$ cat src/rtl/mult_pkg.sv
// mult_pkg: shared definitions for the sequential saturating multiplier.
//   state_t        - controller state encoding (IDLE, CALC, DONE)
//   DEF_WIDTH      - default operand width
//   DEF_OUT_WIDTH  - default result width
package mult_pkg;

  typedef enum logic [1:0] {
    IDLE = 2'd0,
    CALC = 2'd1,
    DONE = 2'd2
  } state_t;

  localparam int DEF_WIDTH     = 8;
  localparam int DEF_OUT_WIDTH = 7;

endpackage

$ cat src/rtl/mult_saturate.sv
// mult_saturate: combinational narrowing of the exact product.
//   i_full     [2*WIDTH]   exact unsigned product
//   i_sat_en   [1]         1 = clamp to all ones on overflow, 0 = truncate
//   o_product  [OUT_WIDTH] saturated or truncated result
//   o_overflow [1]         product does not fit in OUT_WIDTH bits
module mult_saturate #(
  parameter int WIDTH     = 8,
  parameter int OUT_WIDTH = 7
) (
  input  logic [2*WIDTH-1:0]   i_full,
  input  logic                 i_sat_en,
  output logic [OUT_WIDTH-1:0] o_product,
  output logic                 o_overflow
);

  logic w_ov;

  generate
    if (OUT_WIDTH >= 2*WIDTH) begin : g_nosat
      // Result holds every product bit; overflow is impossible.
      assign w_ov = 1'b0;
    end else begin : g_sat
      assign w_ov = |i_full[2*WIDTH-1:OUT_WIDTH];
    end
  endgenerate

  assign o_overflow = w_ov;
  assign o_product  = (w_ov && i_sat_en) ? '1 : i_full[OUT_WIDTH-1:0];

endmodule

$ cat src/rtl/sat_seq_multiplier.sv
// sat_seq_multiplier: shift-and-add unsigned multiplier, one partial
// product per clock, with optional saturation of the narrowed result.
//   clk, rst_n     clock, async active-low reset
//   start          one-cycle request; a, b, sat_en sampled with it
//   busy           high in CALC and DONE
//   done           one-cycle pulse when product/overflow/full_product update
//   product        OUT_WIDTH result (saturated or truncated)
//   overflow       full product exceeds OUT_WIDTH bits
//   full_product   exact 2*WIDTH product
// Latency: WIDTH+1 clocks from the start-sampling edge to the done cycle.
module sat_seq_multiplier
  import mult_pkg::*;
#(
  parameter int WIDTH     = DEF_WIDTH,
  parameter int OUT_WIDTH = DEF_OUT_WIDTH
) (
  input  logic                 clk,
  input  logic                 rst_n,
  input  logic                 start,
  input  logic [WIDTH-1:0]     a,
  input  logic [WIDTH-1:0]     b,
  input  logic                 sat_en,
  output logic                 busy,
  output logic                 done,
  output logic [OUT_WIDTH-1:0] product,
  output logic                 overflow,
  output logic [2*WIDTH-1:0]   full_product
);

  localparam int CW = $clog2(WIDTH + 1);

  state_t                 r_state, w_next;
  logic [2*WIDTH-1:0]     r_mcand;   // multiplicand, shifted left each step
  logic [WIDTH-1:0]       r_mplier;  // multiplier, shifted right each step
  logic [2*WIDTH-1:0]     r_acc;
  logic [CW-1:0]          r_cnt;
  logic                   r_sat;
  logic                   r_rdy;     // low for the first edge after reset release
  logic                   r_done;
  logic [OUT_WIDTH-1:0]   r_product;
  logic                   r_overflow;
  logic [2*WIDTH-1:0]     r_full;

  logic                   w_accept;
  logic [2*WIDTH-1:0]     w_sum;
  logic [OUT_WIDTH-1:0]   w_product;
  logic                   w_overflow;

  // The done-pulse cycle is already IDLE, so start is also masked there.
  assign w_accept = (r_state == IDLE) && start && r_rdy && !r_done;

  // Single shared adder; the partial product is gated by the multiplier LSB.
  assign w_sum = r_acc + (r_mplier[0] ? r_mcand : '0);

  always_ff @(posedge clk or negedge rst_n) begin
    if (!rst_n) begin
      r_state <= IDLE;
      r_rdy   <= 1'b0;
    end else begin
      r_state <= w_next;
      r_rdy   <= 1'b1;
    end
  end

  always_comb begin
    w_next = r_state;
    case (r_state)
      IDLE:    if (w_accept) w_next = CALC;
      CALC:    if (r_cnt == CW'(1)) w_next = DONE;
      DONE:    w_next = IDLE;
      default: w_next = IDLE;
    endcase
  end

  always_ff @(posedge clk or negedge rst_n) begin
    if (!rst_n) begin
      r_mcand  <= '0;
      r_mplier <= '0;
      r_acc    <= '0;
      r_cnt    <= '0;
      r_sat    <= 1'b0;
    end else if (w_accept) begin
      r_mcand  <= {{WIDTH{1'b0}}, a};
      r_mplier <= b;
      r_acc    <= '0;
      r_cnt    <= CW'(WIDTH);
      r_sat    <= sat_en;
    end else if (r_state == CALC) begin
      r_acc    <= w_sum;
      r_mcand  <= r_mcand << 1;
      r_mplier <= r_mplier >> 1;
      r_cnt    <= r_cnt - CW'(1);
    end
  end

  mult_saturate #(
    .WIDTH     (WIDTH),
    .OUT_WIDTH (OUT_WIDTH)
  ) u_sat (
    .i_full     (r_acc),
    .i_sat_en   (r_sat),
    .o_product  (w_product),
    .o_overflow (w_overflow)
  );

  always_ff @(posedge clk or negedge rst_n) begin
    if (!rst_n) begin
      r_done     <= 1'b0;
      r_product  <= '0;
      r_overflow <= 1'b0;
      r_full     <= '0;
    end else begin
      r_done <= (r_state == DONE);
      if (r_state == DONE) begin
        r_product  <= w_product;
        r_overflow <= w_overflow;
        r_full     <= r_acc;
      end
    end
  end

  assign busy         = (r_state != IDLE);
  assign done         = r_done;
  assign product      = r_product;
  assign overflow     = r_overflow;
  assign full_product = r_full;

endmodule

$ cat config.mk
export PLATFORM = sky130hd
export DESIGN_NAME = sat_seq_multiplier
export DESIGN_NICKNAME = d
export VERILOG_FILES = /design/src/rtl/mult_pkg.sv /design/src/rtl/mult_saturate.sv /design/src/rtl/sat_seq_multiplier.sv
export SDC_FILE = /design/constraint.sdc
export NUM_CORES = 1
export LEC_CHECK = 0
export CAP_MARGIN = 40
export CORE_MARGIN = 3
export CORE_UTILIZATION = 60
export DETAILED_ROUTE_END_ITERATION = 10
export PLACE_DENSITY = 0.85
export SETUP_SLACK_MARGIN = 0.1
export SLEW_MARGIN = 20
export SYNTH_ARGS = -nofsm -noshare
export SYNTH_HDL_FRONTEND = slang
export SYNTH_SLANG_ARGS = --single-unit
$ cat constraint.sdc
create_clock -name clk -period 4.4 [get_ports clk]
set_clock_uncertainty 0.15 [all_clocks]
set_input_delay 0.88 -clock clk [delete_from_list [all_inputs] [get_ports clk]]
set_output_delay 0.88 -clock clk [all_outputs]
set_load 0.02 [all_outputs]
Word level (Yosys, flattened, before mapping)
Cells that the tools add are included.
{ "word_totals": {"reg_bits": 73, "latch_bits": 0, "ramBits": 0, "mem_bits_ro": 0, "in_bits": 20, "elab_cells": 41, "n_memories": 0} }
{ "classes": {"addsub": 2, "n_mul": 0, "n_div": 0, "order_cmp": 0, "n_eq_ne": 5, "n_shift": 0, "muxes": 13, "bitwise": 0, "n_reduce_logical": 10} }
{ "ops": {"columns": ["op", "n"], "rows": [
  ["16-bit two-way mux", 5],
  ["16-bit adder", 1],
  ["8-bit two-way mux", 2],
  ["9-bit OR reduction", 1],
  ["4-bit two-way mux", 2],
  ["7-bit two-way mux", 1],
  ["4-bit by 1-bit equality test with 1-bit output (second input constant)", 1],
  ["1-bit logical AND", 4],
  ["2-bit two-way mux", 2],
  ["2-bit inequality test (second input constant)", 2],
  ["2-bit case mux with 2 select lines", 1],
  ["2-bit nonzero test", 2],
  ["4-bit by 1-bit subtractor with 4-bit output (second input constant)", 1],
  ["2-bit by 1-bit equality test with 1-bit output (second input constant)", 1],
  ["2-bit equality test (second input constant)", 1],
  ["2-bit logical NOT", 1],
  ["2-bit AND reduction", 1],
  ["1-bit logical NOT", 1]
]} }

Depth between registers and ports, before layout
{ "depth": {"word_depth": 6, "mapped_depth": 10} }

Hierarchy
A second synthesis with hierarchy kept.
{ "hier_totals": {"cells_unflattened": 371, "area_unflattened_um2": 3842.4} }
{ "modules_own_cells": {"columns": ["mod", "n_inst", "cells_each", "area_per_inst_um2"], "rows": [
  ["sat_seq_multiplier", 1, 343, 3678.5],
  ["mult_saturate", 1, 28, 163.9]
]} }

Worst setup path before layout
OpenSTA, ideal clock, no wires.
{ "synth_path": {"path_kind": "flip-flop to flip-flop", "startpoint": "reg r_mplier[0]", "endpoint": "reg r_acc[12]", "t_arrival_ps": 2381, "required_time_ps": 4128, "setup_slack_ps": 1748, "path_stages_with_launch": 11, "cell_sequence": "dfrtp_1 -> clkbuf_1 -> and2_1 -> ha_1 -> fa_1 -> a21o_1 -> a311oi_2 -> nor3b_2 -> o31a_1 -> mux2i_1 -> nand2_1"} }
{ "synth_between": {"elab_chain_len": 4} }
{ "synth_lines": {"columns": ["element", "line_no", "text"], "rows": [
  ["from (decl)", "sat_seq_multiplier.sv:34", "logic [WIDTH-1:0] r_mplier;"],
  ["from (signal assigned)", "sat_seq_multiplier.sv:91", "r_mplier <= r_mplier >> 1;"],
  ["16-bit two-way mux", "sat_seq_multiplier.sv:53", "assign w_sum = r_acc + (r_mplier[0] ? r_mcand : '0);"],
  ["16-bit adder", "sat_seq_multiplier.sv:53", null],
  ["16-bit two-way mux", "sat_seq_multiplier.sv:88", "end else if (r_state == CALC) begin"],
  ["16-bit two-way mux", "sat_seq_multiplier.sv:82", "end else if (w_accept) begin"],
  ["to (signal assigned)", "sat_seq_multiplier.sv:89", "r_acc <= w_sum;"],
  ["to (decl)", "sat_seq_multiplier.sv:35", "logic [2*WIDTH-1:0] r_acc;"]
]} }
Every way passes these cells. The select of a mux whose other input is x is not followed.
A chain may end at the register's enable or synchronous reset.

Worst setup path after layout
Same ends and word-level chain as after synthesis.

==> results.cfg <==
[outcome]
status = finished, final reports clean

[drt]
wl_per_cell_um = 15.6
drc = 0
drt_wl_total_um = 7780
dr_wl_met2_um = 3690
first_pass_iters = 6
met3_length_um = 497
drt_iter0_drc = 322
vias = 2978
routed_via_density = 5.97
routed.top_layer = met4
ant_nets = 0
met1Wirelength_um = 3450

[timing]
fmax_mhz = 356
final_hold_viol_count = 0
setup-tns-final_ns = 0
min_period_ns = 2.81
rsz0062_at_grt = no
relSlewSlack_pct = 50.7
setup_viol = 0
slew_viol_final = 0
worst_slew_pin_slew_ns = 0.738
fin_crit_sh_pct = 63.9

[floorplanning]
dieArea_mm2 = 0.00710
io_pins = 46
floorplan.initialDensity_pct = 64.3
core_area_mm2 = 0.00571
num_rows = 27
dieWidth_um = 84.2
die_height_um = 84.2

[yosys]
async_reset_ff_share_pct = 100
synth_cell_types = 52
synth_top_area_share_pct = 49.7
yosysTopAreaCell = dfrtp_1
syn_inst = 380
synth_edf_count = 0
synth_seq_cells = 73
synth_area_leaders = dfrtp_1 50%, nand2_1 8.8%, ha_1 5.8%, a222oi_1 3.8%, a22o_1 2.9%
avgSynthCellArea_um2 = 9.66
synth.yosys.seq_area_share_pct = 49.7
synth_most_common_cell = nand2_1
ys_warn_count = 0
synth_ff_type = dfrtp_1
synth_area_mm2 = 0.00367
synth_commonest_cells = 86 x nand2_1, 73 x dfrtp_1, 20 x o21ai_0
syn_nets = 418

[placed_design]
portBuffers = 45
hpwl_um = 5490
place_congestion = 0.910

[final_layout]
diodes = 0
drive_above_1_share_pct = 7.49
area_growth_pct = 18.9
fin_nets = 460

[clock_network]
cts_hold_buf = 0
cts_setup_buffers = 0
cts_sinks = 73
cts_root_buf = clkbuf_8
postCtsResizedCells = 0
path_clk_slew_ns = 0.07
htreeDepth = 3
clockBufferDepth = 2
cts_buffers = 9
cts_tree = built
worstSkewPairLatency_ns = 0.34

[setup_path]
worst_ep_arrival_time_ns = 2.89
r2r_slack_ns = 1.59
rr_worst_depth = 9
path_max_fanout = 17
worstReg2RegEnd = r_acc[12]
critPathRequiredTime_ns = 4.48
crit_type = register to register
r2r_start = r_mplier[0]
start_kind = register
setup.worst_path.end_class = register

[pwr]
p_clk_share_pct = 18.5
p_per_area_mw_per_mm2 = 623
p_comb_share_pct = 40.4
swShare_pct = 39.2
sequentialPowerShare_pct = 41.1
p_int_mw = 1.66
peakVddDrop_v = 0.000344
p_sw_mw = 1.07
totalPowerFinal_mw = 2.72
leakage_nw = 2.17

[hold_path]
min_path_type = register to register
holdPathStages = 2
hp-start = full_product[13]
hold_end = full_product[13]

[grt]
grt_pass1_wl_um = 13800
gr-total-overflow = 0
grt_usage_pct = 24.2
grt_pass1_vias = 3044
antenna_found_initial = 0
grt_max_degree = 43

[job]
maxCapViolations = 0
==> kinds of logic (layout without fill, tap and decap cells) <==
logic type | count (synthesis) | count (layout) | synth area share, %
and+or+nand+nor | 155 | 155 | 19.3
adders and majority gates | 18 | 18 | 6.34
AOI/OAI and AO/OA | 86 | 86 | 17.8
muxes | 1 | 1 | 0.273
DFF | 73 | 73 | 49.7
xor gates and xnor gates | 9 | 9 | 2.15
buffers and inverters | 37 | 84 | 4.26
other | 1 | 1 | 0.102
==> sequential cells by signal (all words and copies together) (netlist names) <==
name,cells
full_product,16
r_acc,16
r_mcand,16
r_mplier,8
product,7
r_cnt,4
r_state,2
done,1
overflow,1
r_rdy,1
r_sat,1
==> cell type report <==
| class | instances | area, µm² |
|---|---|---|
| multi-input combinational | 270 | 1700 |
| timing repair buffer | 50 | 495 |
| inverter | 18 | 67.6 |
| sequential | 73 | 1830 |
| clock buffer | 11 | 131 |
| tap | 72 | 90.1 |
| clock inverter | 5 | 56.3 |
| fill | 392 | 1340 |
==> power groups by stage <==
| stage | registers [mW] | clock network, mW | logic, mW |
|---|---|---|---|
| floorplan | 1.15 | 0 | 0.703 |
| global placement | 1.11 | 0 | 1.05 |
| detailed placement | 1.13 | 0 | 1.09 |
| CTS | 1.11 | 0.508 | 1.10 |
| global route | 1.16 | 0.542 | 1.23 |
| finish | 1.12 | 0.504 | 1.10 |
==> per-layer routing <==
metal / track usage, % / up-vias
met5: 0 / -
met4: 11.5 / 0
li1: - / 1424
met1: 31.8 / 1426
met3: 5.30 / 17
met2: 38.5 / 111
==> critical path: stages, from the launching register on <==
cell and delay [ns]:
dfrtp_1 0.51, and2_1 0.23, ha_1 0.21, fa_1 0.40
a21o_1 0.23, a311oi_2 0.38, nor3b_2 0.12, o31a_1 0.26
mux2i_1 0.15, nand2_1 0.07
==> worst max path at each step <==
| stage | from | end |
|---|---|---|
| floorplan | r_mplier[0] | r_acc[12] |
| global placement | r_mplier[0] | r_acc[12] |
| CTS | r_mplier[0] | r_acc[12] |
| finish | r_mplier[0] | r_acc[12] |
| global route | r_mplier[0] | r_acc[12] |
| detailed placement | r_mplier[0] | r_acc[12] |
==> layout by cell type (no fill, tap or decap), types with 3 or more instances in the layout <==
cell type	instances
clkbuf_8	9
o21ai_0	20
a21oi_1	13
buf_4	4
a22o_1	12
inv_1	17
a222oi_1	14
nand4_1	4
nand2_1	86
nor3_1	3
nand3_1	15
and2_1	15
ha_1	17
dfrtp_1	73
nor2_1	16
a21o_1	4
xnor2_1	4
clkdlybuf4s50_1	44
xor2_1	5
and3_1	3
==> through the flow <==
step	instances	cell area [µm²]	setup WS (ns)	hold WS, ns	utilization [%]
final	499	4370	1.59	0.328	76.5
after global routing	499	4370	1.35	0.353	76.5
after CTS	498	4350	1.60	0.334	76.2
after detailed placement	482	4160	1.62	0.315	72.9
after global placement	482	4160	1.68	0.308	72.8
after floorplan	380	3670	1.75	0.294	-
Power figures use the tool's default switching activity.
==> RTL edit 1, RTL diff (same settings) <==
Re-encode `state_t` (3 states) as one-hot, 3 bits wide.
--- a/src/rtl/mult_pkg.sv
+++ b/src/rtl/mult_pkg.sv
@@ -4,10 +4,10 @@
 //   DEF_OUT_WIDTH  - default result width
 package mult_pkg;
 
-  typedef enum logic [1:0] {
-    IDLE = 2'd0,
-    CALC = 2'd1,
-    DONE = 2'd2
+  typedef enum logic [2:0] {
+    IDLE = 3'b001,
+    CALC = 3'b010,
+    DONE = 3'b100
   } state_t;
 
   localparam int DEF_WIDTH     = 8;
Function: no difference found for any inputs over 10 cycles, from zero or initial values and one cycle with rst_n low; not proved beyond that.
==> RTL edit 1 against the unedited design <==
Via count up 1.7%. Routed wire length up 1.5%. Worst setup slack lost 240 ps. Die area up 1.1%. Final area rose by 2.1%. Sequential cell count is 1 higher. Synthesized cell count grew 0.26%. Count of clock-buffer cells in the layout increased by 1. Area after synthesis increased by 1.2%. Critical path type unchanged.
Power is not compared: it rests on default switching activity, and its combinational part moved more than twofold at a synthesized area within 25%.
==> RTL edit 1: results <==
metrics = {
    "yosys": {
        "synth_flop_cell": "dfrtp_1",
        "yosys-top-cells-count": "nand2_1, dfrtp_1, o21ai_0",
        "syn_nets": 419,
        "synthDistinctLibCells": 54,
        "syn_avg_cell_area_sq_um": 9.75,
        "ys_seq_area_frac": 0.499,
        "yosys_warnings": 0,
        "synthTopCellsByArea": "dfrtp_1, nand2_1, ha_1",
    },
    "global_route": {
        "use_met3": 0.0393,
        "grtUsageMet1": 0.315,
        "gr-usage-met2": 0.365,
        "grt_max_degree": 71,
        "grtUsageTotal": 0.231,
        "grt_pass1_wl_um": 13300,
        "grt_pass1_vias": 2882,
    },
    "routing": {
        "top_layer": "met4",
        "drtIter0Drc": 278,
        "vias": 3029,
        "dr_wl_met3_um": 471,
        "drt-total-wl_um": 7900,
        "drt-met1-wl_um": 3530,
        "wl_met2_um": 3760,
        "drc_errors": 0,
        "first_pass_iters": 7,
    },
    "layout": {
        "drive_gt1_frac": 0.0762,
        "final_nets": 466,
        "n_fill_cell": 431,
        "antenna_cells": 0,
        "final_cell_count_no_fill": 508,
    },
    "setup_path": {
        "r2r_slack_ps": 1350,
        "cp_top_family": "compound AO/OA/AOI/OAI gates",
        "crit_arrival_ps": 3130,
        "max_stage_delay_ps": 620,
        "crit_slowest_cell": "dfrtp_1",
        "critPathCapture": "r_acc[12]",
    },
    "placed_design": {
        "place_inst": 491,
        "gp_congestion": 0.940,
        "hpwl_um": 5700,
        "io_buffers": 45,
        "place_area_sq_um": 4210,
    },
    "hold_path": {
        "worstHoldPathType": "input pin to asynchronous set/reset pin",
    },
    "run_status": {
        "status": "finished clean",
    },
    "clock_tree": {
        "htreeDepth": 3,
    },
    "timing": {
        "tightest_slew_ps": 804,
    },
}
-- RTL edit 1: cell types whose count changed after synthesis, sizes merged, moves of 3 or more --
cell and change:
a222oi -6, o31ai +3, nor3 -3, clkbuf -4, nand3 -5, mux2i +5
a21o +3
-- RTL edit 1: report_power, final --
part	total [mW]	switching, mW	internal (mW)
Combinational	0.302	0.160	0.143
Sequential	0.838	0.0763	0.762
Clock	0.596	0.245	0.351
-- RTL edit 1: how the worst min path moves through the flow --
stage,start,end,slack [ps],cells after the start
after global routing,rst_n,product[2],180,1
after floorplan,r_mcand[15],r_mcand[15],320,1
after CTS,rst_n,product[3],170,1
after global placement,full_product[0],full_product[0],310,2
after detailed placement,full_product[9],full_product[9],310,2
final,rst_n,full_product[3],180,1
-- RTL edit 1: area by class of cell --
cell class,instances,area [sq um],area share
sequential,74,1850,0.415
multi-input combinational,272,1700,0.381
timing repair buffer,52,514,0.115
clock buffer,12,155,0.0348
tap,75,93.8,0.0210
clock inverter,4,73.8,0.0165
inverter,19,71.3,0.0160
-- RTL edit 1: metrics by stage --
step	util	hold slack [ps]	setup WS, ps
floorplan	-	316	1760
global placement	0.705	309	1320
detailed placement	0.707	313	1420
CTS	0.746	170	1380
global route	0.749	177	1110
finish	0.749	180	1350
-- RTL edit 1: cell families (layout without fill, tap and decap cells) --
family / count (synthesis) / count (layout) / synth area share
other: 1 / 1 / 0.00101
AO/OA/AOI/OAI: 86 / 86 / 0.165
AND/OR/NAND/NOR: 150 / 150 / 0.186
XOR/XNOR: 10 / 10 / 0.0236
multiplexers: 7 / 7 / 0.0192
adder cells (fa/ha/maj): 18 / 18 / 0.0626
flip-flops: 74 / 74 / 0.499
buffers and inverters: 35 / 87 / 0.0438
==> RTL edit 2, RTL diff (same settings) <==
Made on the original files. Set the package constant `DEF_WIDTH` to 16 (it was 8).
--- a/src/rtl/mult_pkg.sv
+++ b/src/rtl/mult_pkg.sv
@@ -10,7 +10,7 @@
     DONE = 2'd2
   } state_t;
 
-  localparam int DEF_WIDTH     = 8;
+  localparam int DEF_WIDTH     = 16;
   localparam int DEF_OUT_WIDTH = 7;
 
 endpackage
Ports: changed (resized a, b and full_product); port bits go from 46 to 78. No check against the original RTL was run, so the function may have changed too.
==> RTL edit 2 against the unedited design <==
Combinational power rose by 97%. Global-route usage rose by 3.8 points. Total power rose by 110%. Sequential cell count rose by 57. Worst setup slack got worse by 870 ps. Area after synthesis rose by 92%. Sequential share of layout area fell by 4.2 points. Critical path depth rose by 2. Critical endpoint is now r_acc[26]. Final area rose by 98%. Count of clock-buffer cells in the layout rose by 9. Die area rose by 84%. Routed wire length rose by 120%.
==> RTL edit 2: results <==
metrics = {
    "run_status": {
        "status": "finished clean",
    },
    "placed_design": {
        "dp_slack_ps": 782,
        "io_buffers": 77,
        "place_inst": 982,
        "place_area_sq_um": 7970,
        "hpwl_um": 12000,
    },
    "yosys": {
        "synth_mux_area_frac": 0.00142,
        "syn_nets": 870,
        "synthDistinctLibCells": 60,
        "synthTopCellsByArea": "dfrtp_1, nand2_1, ha_1",
        "synth-xor-area-share": 0.0336,
        "ys_seq_area_frac": 0.462,
        "yosys-top-cells-count": "nand2_1, dfrtp_1, o21ai_0",
        "synth_compound_area_frac": 0.176,
    },
    "global_route": {
        "grtUsageTotal": 0.280,
        "grt_max_degree": 57,
        "grt_pass1_vias": 6009,
        "grt_pass1_wl_um": 29000,
    },
    "routing": {
        "routed_via_density": 6.02,
        "first_pass_iters": 5,
        "wl_per_cell_um": 17.2,
        "drt-total-wl_um": 17500,
    },
    "clock_tree": {
        "root_buffer": "clkbuf_16",
        "cts_tree": "done",
        "cts_buffers": 17,
        "clock_latency_ps": 420,
    },
    "power_and_ir_drop": {
        "ir_drop_uv": 455,
        "p_sw_frac": 0.388,
        "p_leak_nw": 4.06,
    },
    "layout": {
        "final_nets": 933,
        "drive_gt1_frac": 0.0765,
    },
    "hold_path": {
        "worstHoldPathType": "input pin to asynchronous set/reset pin",
    },
    "setup_path": {
        "crit_arrival_ps": 3850,
        "cp_max_fo": 33,
    },
    "timing": {
        "tightest_slew_ps": 853,
    },
}
-- RTL edit 2: cell types whose count changed after synthesis, moves of 14 or more --
cell,before,now
and2_1,15,33
nand3_1,15,29
a21o_1,4,18
a222oi_1,14,0
nand2_1,86,248
ha_1,17,33
clkbuf_1,15,37
dfrtp_1,73,130
a22oi_1,1,30
o21ai_0,20,55
-- RTL edit 2: per-layer routing --
| layer | up-vias | wire length [um] | share of wire | track usage |
|---|---|---|---|---|
| met3 | 33 | 1220 | 0.070 | 0.0592 |
| met4 | 0 | 345 | 0.020 | 0.103 |
| met5 | - | 0 | 0 | 0 |
| met1 | 2963 | 7610 | 0.44 | 0.384 |
| met2 | 232 | 8300 | 0.47 | 0.441 |
| li1 | 2893 | - | - | - |
-- RTL edit 2: critical path, stage by stage (launching register included) --
cell and delay (ps):
dfrtp_1 700, and2_1 330, ha_1 230, fa_1 450, a211oi_1 350, o211a_1 260
o32ai_2 110, o21ai_2 170, a21oi_2 90, o21a_1 180, or3_1 300, a32o_1 240
-- RTL edit 2: final cells by class --
| type | instances | area, sq um |
|---|---|---|
| multi-input cells | 617 | 3610 |
| flip-flops and latches | 130 | 3250 |
| fillers | 786 | 2540 |
| repair buffers | 87 | 925 |
| clock buffers | 20 | 457 |
| clock inverters | 12 | 181 |
| well taps | 140 | 175 |
| inverters | 10 | 37.5 |
-- RTL edit 2: logic make-up after synthesis --
logic type                 Yosys count
AOI/OAI and AO/OA                  176
xor gates and xnor gates            27
adders and majority gates           34
buffers and inverters               53
DFF                                130
muxes                                1
other                                1
and+or+nand+nor                    378
-- RTL edit 2: power groups by stage --
stage               Sequential (mW)  Combinational, mW  Clock (mW)
finish                         1.96               2.17        1.50
global route                   2.02               2.40        1.57
CTS                            1.95               2.14        1.52
detailed placement             1.96               2.10           0
global placement               1.94               1.94           0
floorplan                      1.92               1.43           0
-- RTL edit 2: worst paths after layout --
check / from / end / slack (ps) / depth (start not counted)
setup / recovery: r_mplier[0] / r_acc[26] / 720 / 11
hold / removal: rst_n / full_product[25] / 200 / 1
setup reg to reg: r_mplier[0] / r_acc[26] / 720 / 11
hold reg to reg: full_product[26] / full_product[26] / 320 / 2
max in group asynchronous: rst_n / r_mcand[4] / 3300 / 2
min in group clk: full_product[26] / full_product[26] / 320 / 2
